**config.mk**
```make
export PLATFORM = sky130hd
export DESIGN_NAME = pipe_hazard_ctrl
export DESIGN_NICKNAME = d
export VERILOG_FILES = /design/src/rtl/pipe_hazard_ctrl.sv
export SDC_FILE = /design/constraint.sdc
export NUM_CORES = 1
export LEC_CHECK = 0
export ABC_CLOCK_PERIOD_IN_PS = 3000
export CAP_MARGIN = 10
export CORE_MARGIN = 3
export CORE_UTILIZATION = 48
export DETAILED_ROUTE_END_ITERATION = 7
export PLACE_DENSITY = 0.78
export SYNTH_ARGS = -nofsm -noshare
export SYNTH_HDL_FRONTEND = slang
export SYNTH_SLANG_ARGS = --single-unit
```
**constraint.sdc**
```tcl
create_clock -name clk -period 3 [get_ports clk]
set_clock_uncertainty 0.1 [all_clocks]
set_input_delay 0.9 -clock clk [delete_from_list [all_inputs] [get_ports clk]]
set_output_delay 0.9 -clock clk [all_outputs]
set_load 0.05 [all_outputs]
```
**src/rtl/pipe_hazard_ctrl.sv**
```systemverilog
// Stall/flush scheduler for a 5-stage pipeline: RAW interlock on ID, redirect flush, memory freeze.
// Optional build macro FORWARD_EN: with EX/MEM forwarding only load-use in EX stalls.
module pipe_hazard_ctrl #(
  parameter int REG_NUM_W   = 5,
  parameter int FLUSH_DEPTH = 2
) (
  input  logic                 clk,
  input  logic                 reset,
  input  logic                 id_valid,
  input  logic [REG_NUM_W-1:0] id_rs0,
  input  logic [REG_NUM_W-1:0] id_rs1,
  input  logic                 id_use_rs0,
  input  logic                 id_use_rs1,
  input  logic [REG_NUM_W-1:0] id_rd,
  input  logic                 id_wr_rd,
  input  logic                 id_is_load,
  input  logic                 ex_redirect,
  input  logic                 mem_wait,
  output logic                 pc_stall,
  output logic                 ifid_stall,
  output logic                 idex_bubble,
  output logic                 ifid_flush,
  output logic [1:0]           sched_state
);

  localparam int CNT_W = $clog2(FLUSH_DEPTH + 1);

  typedef enum logic [1:0] {
    S_RUN   = 2'd0,
    S_STALL = 2'd1,
    S_FLUSH = 2'd2
  } state_t;

  state_t               r_state;
  state_t               w_state_nxt;
  logic [CNT_W-1:0]     r_cnt;
  logic [CNT_W-1:0]     w_cnt_nxt;

  logic                 r_ex_vld;
  logic                 r_mem_vld;
  logic                 r_wb_vld;
  logic [REG_NUM_W-1:0] r_ex_rd;
  logic [REG_NUM_W-1:0] r_mem_rd;
  logic [REG_NUM_W-1:0] r_wb_rd;
  logic                 r_ex_ld;
  logic                 r_mem_ld;
  logic                 r_wb_ld;

  logic                 w_match_ex;
  logic                 w_match_mem;
  logic                 w_match_wb;
  logic                 w_hazard;
  logic                 w_in_flush;
  logic                 w_issue;
  logic                 w_unused_wb;

  // x0 is hard-wired zero, so a tracker entry naming it never creates a dependency
  assign w_match_ex  = id_valid & r_ex_vld & (r_ex_rd != '0) &
                       ((id_use_rs0 & (id_rs0 == r_ex_rd)) | (id_use_rs1 & (id_rs1 == r_ex_rd)));
  assign w_match_mem = id_valid & r_mem_vld & (r_mem_rd != '0) &
                       ((id_use_rs0 & (id_rs0 == r_mem_rd)) | (id_use_rs1 & (id_rs1 == r_mem_rd)));
  assign w_match_wb  = id_valid & r_wb_vld & (r_wb_rd != '0) &
                       ((id_use_rs0 & (id_rs0 == r_wb_rd)) | (id_use_rs1 & (id_rs1 == r_wb_rd)));

`ifdef FORWARD_EN
  assign w_hazard = w_match_ex & r_ex_ld;
`else
  // The regfile has no write-through, so a writer still in WB blocks the read
  assign w_hazard = w_match_ex | w_match_mem | w_match_wb;
`endif

  assign w_unused_wb = ^{r_wb_vld, r_wb_rd, r_wb_ld, w_match_mem, w_match_wb};

  assign w_in_flush = (r_state == S_FLUSH);
  assign w_issue    = id_valid & ~mem_wait & ~ex_redirect & ~w_in_flush & ~w_hazard;

  // Tracker: valid bits are control and take the reset
  always_ff @(posedge clk or negedge reset) begin
    if (!reset) begin
      r_ex_vld  <= 1'b0;
      r_mem_vld <= 1'b0;
      r_wb_vld  <= 1'b0;
    end else if (!mem_wait) begin
      r_wb_vld  <= r_mem_vld;
      r_mem_vld <= r_ex_vld;
      r_ex_vld  <= w_issue & id_wr_rd & (id_rd != '0);
    end
  end

  always_ff @(posedge clk) begin
    if (!mem_wait) begin
      r_wb_rd  <= r_mem_rd;
      r_mem_rd <= r_ex_rd;
      r_ex_rd  <= id_rd;
      r_wb_ld  <= r_mem_ld;
      r_mem_ld <= r_ex_ld;
      r_ex_ld  <= id_is_load;
    end
  end

  always_ff @(posedge clk or negedge reset) begin
    if (!reset) begin
      r_state <= S_RUN;
      r_cnt   <= '0;
    end else begin
      r_state <= w_state_nxt;
      r_cnt   <= w_cnt_nxt;
    end
  end

  always_comb begin
    w_state_nxt = r_state;
    w_cnt_nxt   = r_cnt;
    if (mem_wait) begin
      w_state_nxt = r_state;
      w_cnt_nxt   = r_cnt;
    end else if (ex_redirect) begin
      if (FLUSH_DEPTH == 1) begin
        w_state_nxt = S_RUN;
        w_cnt_nxt   = '0;
      end else begin
        w_state_nxt = S_FLUSH;
        w_cnt_nxt   = CNT_W'(FLUSH_DEPTH - 1);
      end
    end else if (w_in_flush) begin
      if (r_cnt == CNT_W'(1)) begin
        w_state_nxt = S_RUN;
        w_cnt_nxt   = '0;
      end else begin
        w_cnt_nxt   = r_cnt - CNT_W'(1);
      end
    end else if (w_hazard) begin
      w_state_nxt = S_STALL;
    end else begin
      w_state_nxt = S_RUN;
    end
  end

  // Reset forces the controls low combinationally, not just at the next edge
  always_comb begin
    pc_stall    = 1'b0;
    ifid_stall  = 1'b0;
    idex_bubble = 1'b0;
    ifid_flush  = 1'b0;
    if (!reset) begin
      pc_stall    = 1'b0;
    end else if (mem_wait) begin
      pc_stall    = 1'b1;
      ifid_stall  = 1'b1;
    end else if (ex_redirect || w_in_flush) begin
      idex_bubble = 1'b1;
      ifid_flush  = 1'b1;
    end else if (w_hazard) begin
      pc_stall    = 1'b1;
      ifid_stall  = 1'b1;
      idex_bubble = 1'b1;
    end
  end

  assign sched_state = r_state;

endmodule

```
[Word level (Yosys, flattened, before mapping)]
Cells that the tools add are included.
Storage, ports and cells
  bits in registers: 22
  bits in latches: 0
  memory bits (writable): 0
  ROM bits: 0
  input port bits: 24
  output and inout bits: 6
  logic and storage cells: 73
  memories: 0
Cells by class
  $add $sub $neg: 1
  multiply operators: 0
  div/mod/pow operators: 0
  $lt $le $gt $ge: 0
  equality and inequality tests: 9
  shift operators: 0
  mux-type cells: 17
  bitwise logic cells: 30
  reduce and logical (&&, ||, !) cells: 8
Operators by type and width (count)
  5-bit equality test: 6
  1-bit AND: 21
  5-bit nonzero test: 4
  2-bit two-way mux: 6
  1-bit two-way mux: 11
  1-bit OR: 5
  1-bit NOT: 4
  2-bit AND reduction: 2
  3-bit by 2-bit inequality test with 1-bit output, second input constant: 1
  2-bit by 1-bit equality test with 1-bit output, second input constant: 1
  2-bit equality test, second input constant: 1
  2-bit nonzero test: 1
  2-bit by 1-bit subtractor with 2-bit output, second input constant: 1
  1-bit logical OR: 1

[Logic depth before layout (Yosys ltp)]
  depth after elaboration: 10
  mapped depth: 6

[Least setup slack after synthesis]
Ideal clock, no wire load.
  path type: input to output
  start point: input id_rs0[0]
  end point: output pc_stall
  arrival time: 2.596 ns
  setup slack: -0.596 ns
  stages on the path: 6
  cell sequence: xnor2_1 > nand4_1 > o22ai_1 > a22oi_1 > a21oi_1 > buf_4
On the way
  cells in the longest elaborated chain, start to end: 10
RTL lines
  from (decl): line 10  | input logic [REG_NUM_W-1:0] id_rs0,
  5-bit equality test (on tied branches): line 59, 61
  1-bit AND (on tied branches): line 59, 61
  1-bit OR (on tied branches): line 59, 61
  1-bit AND (on tied branches): line 58, 60
  1-bit OR: line 69  | assign w_hazard = w_match_ex | w_match_mem | w_match_wb;
  1-bit OR (*): line 69
  1-bit two-way mux (*) (4 in series)
  to (decl): line 19  | output logic pc_stall,
Every way passes the cells marked *; elsewhere a longest branch is shown, timed or not.

[Worst setup path in the final report]
  start point: register r_wb_rd[0]
  end point: output idex_bubble
On the way
  cells in the longest elaborated chain, start to end: 9
RTL lines
  from (decl): line 44  | logic [REG_NUM_W-1:0] r_wb_rd;
  from (signal assigned): line 92  | r_wb_rd <= r_mem_rd;
  5-bit equality test: line 63  | ((id_use_rs0 & (id_rs0 == r_wb_rd)) | (id_use_rs1 & (id_rs1 == r_wb_rd)));
  1-bit AND: line 63
  1-bit OR: line 63
  1-bit AND (*): line 62  | assign w_match_wb = id_valid & r_wb_vld & (r_wb_rd != '0) &
  1-bit OR (*): line 69
  1-bit two-way mux (*): line 153  | end else if (w_hazard) begin
  1-bit two-way mux (*): line 150  | end else if (ex_redirect || w_in_flush) begin
  1-bit two-way mux (*): line 147  | end else if (mem_wait) begin
  1-bit two-way mux (*): line 145  | if (!reset) begin
  to (decl): line 21  | output logic idex_bubble,
Marks and branches as above.

==> flow_summary.ini <==
[synthesis]
synth_nets = 135
synth.avg_cell_area_um2 = 11.15
syn_area_um2 = 1226
yosysUniqueCellTypes = 24
yosysWarnings = 0
synthCells = 110
ys_seq_area_frac = 0.5102
synth_seq_cells = 22

[power]
pwr-share-clk = 0.261
power.internal_mw = 0.6245
seqPwrFrac = 0.440
power.share.combinational = 0.299
leakage_nw = 0.7755
powerDensity_nw_per_um2 = 443.6
power.total_mw = 0.8648
switching_share = 0.2779
peakVddDrop_mv = 0.4219
p_sw_mw = 0.2404

[timing]
max_freq_ghz = 0.3098
tightest_slew_ps = 492.6
finalHoldWorstSlack_ps = 426.3
slew_headroom = 0.6706
layout_min_cycle_time_ps = 3228
slew_violations = 0
hold_viol_final = 0
final.period_utilization = 1.076
setup_ws_ps = -228.4
rsz0062_at_grt = yes
setup_viol = 3

[clocking]
cts-root-buf = clkbuf_4
clk_latency_ps = 310
clock_sinks = 22
clockBufferDepth = 2
cts_hold_buf = 0
clkSlewWorstSetupHoldPaths_ps = 130
cts_tree = done
htreeDepth = 1
cts_made_buffers = 3

[floorplanning]
dieArea_um2 = 3197
die_x_um = 56.54
ios = 30
row_count = 17
coreArea_um2 = 2318
floorplan.initialDensity = 0.5289
die_h_um = 56.54

[detailed_routing]
wl_per_cell_um = 16.70
routed_wl_um = 3224
drc_errors = 0
postRouteAntennaNets = 0
vias_per_cell = 5.653
drtIter0Drc = 60
vias = 1091
drt_first_pass_iters = 4

[setup_path]
criticalPathCategory = reg2out
ff2ff_setup_slack_ps = 840
crit_path_top_delay_cell = edfxtp_1
r2r_cells = 7
r2r-end = r_ex_vld
path_max_fanout = 2
r2r-start = r_wb_rd[0]
worst_ep_arrival_time_ps = 2230
crit_required_ps = 2000
crit_chain = or3_1, o311a_1, a222oi_1, buf_4, a21oi_4, buf_6
cp-start-kind = flop
cp_slowest_stage_delay_ps = 400
cp-end-kind = primary output

[global_route]
grt_max_degree = 18
antenna_found_initial = 0
grt_pass1_wl_um = 5133
grt_pass1_vias = 1139
gr-total-overflow = 0
grtUsageTotal = 0.2050

[layout]
areaGrowthSynthToFinish_pct = 58.98
nFillCells = 129
nets = 191
drive_gt1_frac = 0.4000
antenna_cells = 0

[hold_path]
holdPathStages = 2
min_path_type = reg2reg
holdPathEnd = r_cnt[1]
hold_path.startpoint = r_cnt[1]

[place]
place_congestion = 0.8952
portBuffers = 28
dp_hpwl_um = 2296

[status]
outcome = complete, but fails checks
violations = setup timing

[job]
drv_cap = 0
layout by cell type (no fill, tap or decap), types with 4 or more instances in the layout:
master / n
buf_4: 26
xnor2_1: 18
edfxtp_1: 15
xnor2_2: 12
nand2_1: 10
clkdlybuf4s50_1: 10
buf_6: 8
dfrtp_1: 7
nor2_1: 6
nand4_1: 6
o21ai_0: 4
dlygate4sd2_1: 4
through the flow:
| stage | instances | utilization | instance area (µm²) | TNS (ps) | setup slack [ps] |
|---|---|---|---|---|---|
| 6_report | 193 | 0.8408 | 1949 | -522.2 | -228.4 |
| 4_1_cts | 193 | 0.8030 | 1862 | -297.7 | -133.0 |
| 5_1_grt | 193 | 0.8408 | 1949 | -732.7 | -321.4 |
| 3_3_place_gp | 187 | 0.7604 | 1763 | -1816 | -654.7 |
| 2_1_floorplan | 110 | - | 1275 | -50.72 | -50.72 |
| 3_5_place_dp | 187 | 0.7604 | 1763 | -1926 | -678.4 |
kinds of logic after synthesis:
kind of cell    synth area share
flops                     0.5102
compound gates            0.1051
fa+ha+maj                0.01020
buf+inv                  0.01531
mux                      0.01837
xor+xnor                  0.2143
simple gates              0.1265
state kept, by name, summed over array words and instances, names as in the netlist:
register / cells
sched_state: 2
r_wb_rd: 5
r_ex_rd: 5
r_ex_vld: 1
r_mem_vld: 1
r_mem_rd: 5
r_wb_vld: 1
r_cnt: 2
critical path, delay by kind of cell (launching register included):
kind	cells	cell delay, ps
compound gates	3	770
simple gates	1	390
buf+inv	2	350
flops	1	400
synthesized netlist by cell type:
cell type,n,share of area
xnor2_1,30,0.21
edfxtp_1,15,0.37
nand2_1,10,0.031
dfrtp_1,7,0.14
nor2_1,7,0.021
nand4_1,6,0.031
a21oi_1,5,0.020
o21ai_0,4,0.016
o22ai_1,3,0.015
o311a_1,3,0.024
or3_1,3,0.015
inv_1,2,0.0061
mux2_2,2,0.018
nand3_1,2,0.0082
nor2b_1,2,0.010
a222oi_1,1,0.0082
a22o_1,1,0.0071
a22oi_1,1,0.0061
buf_4,1,0.0061
clkbuf_1,1,0.0031
ha_1,1,0.010
nor3_1,1,0.0041
o22a_1,1,0.0071
or4_1,1,0.0061
layer usage:
layer	track usage	routed length, µm
met1	0.2658	1379
met2	0.3498	1605
met3	0.04598	209
met4	0.04068	30
met5	0	0
final cells by class:
cell class / count / area, µm² / area share
clock buffers: 3 / 22.52 / 0.01155
clock inverters: 1 / 30.03 / 0.01540
inverters: 2 / 11.26 / 0.005777
multi-input cells: 84 / 729.5 / 0.3742
flip-flops and latches: 22 / 625.6 / 0.3209
well taps: 28 / 35.03 / 0.01797
repair buffers: 53 / 495.5 / 0.2542
power by group through the flow:
stage,clock network (mW),registers (mW),logic (mW)
after CTS,0.227,0.379,0.242
after global placement,0,0.383,0.228
after detailed placement,0,0.386,0.235
after floorplan,0,0.400,0.114
after global routing,0.247,0.383,0.279
final,0.226,0.381,0.258
repair_timing:
item                       CTS  global route
gates resized for setup     61            23
setup endpoints to repair    4             3
setup buffers                2             3
gates cloned                 0             0
pin swaps                   20            18
worst max-delay path by stage:
stage / slack [ps] / cells after the start / endpoint / from
2_1_floorplan: -50 / 6 / pc_stall / id_rs1[2]
3_3_place_gp: -650 / 7 / idex_bubble / id_rs1[0]
3_5_place_dp: -680 / 7 / idex_bubble / id_rs0[3]
4_1_cts: -130 / 6 / idex_bubble / r_mem_rd[0]
5_1_grt: -320 / 6 / idex_bubble / r_wb_rd[0]
6_report: -230 / 6 / idex_bubble / r_wb_rd[0]
Power figures use the tool's default switching activity.
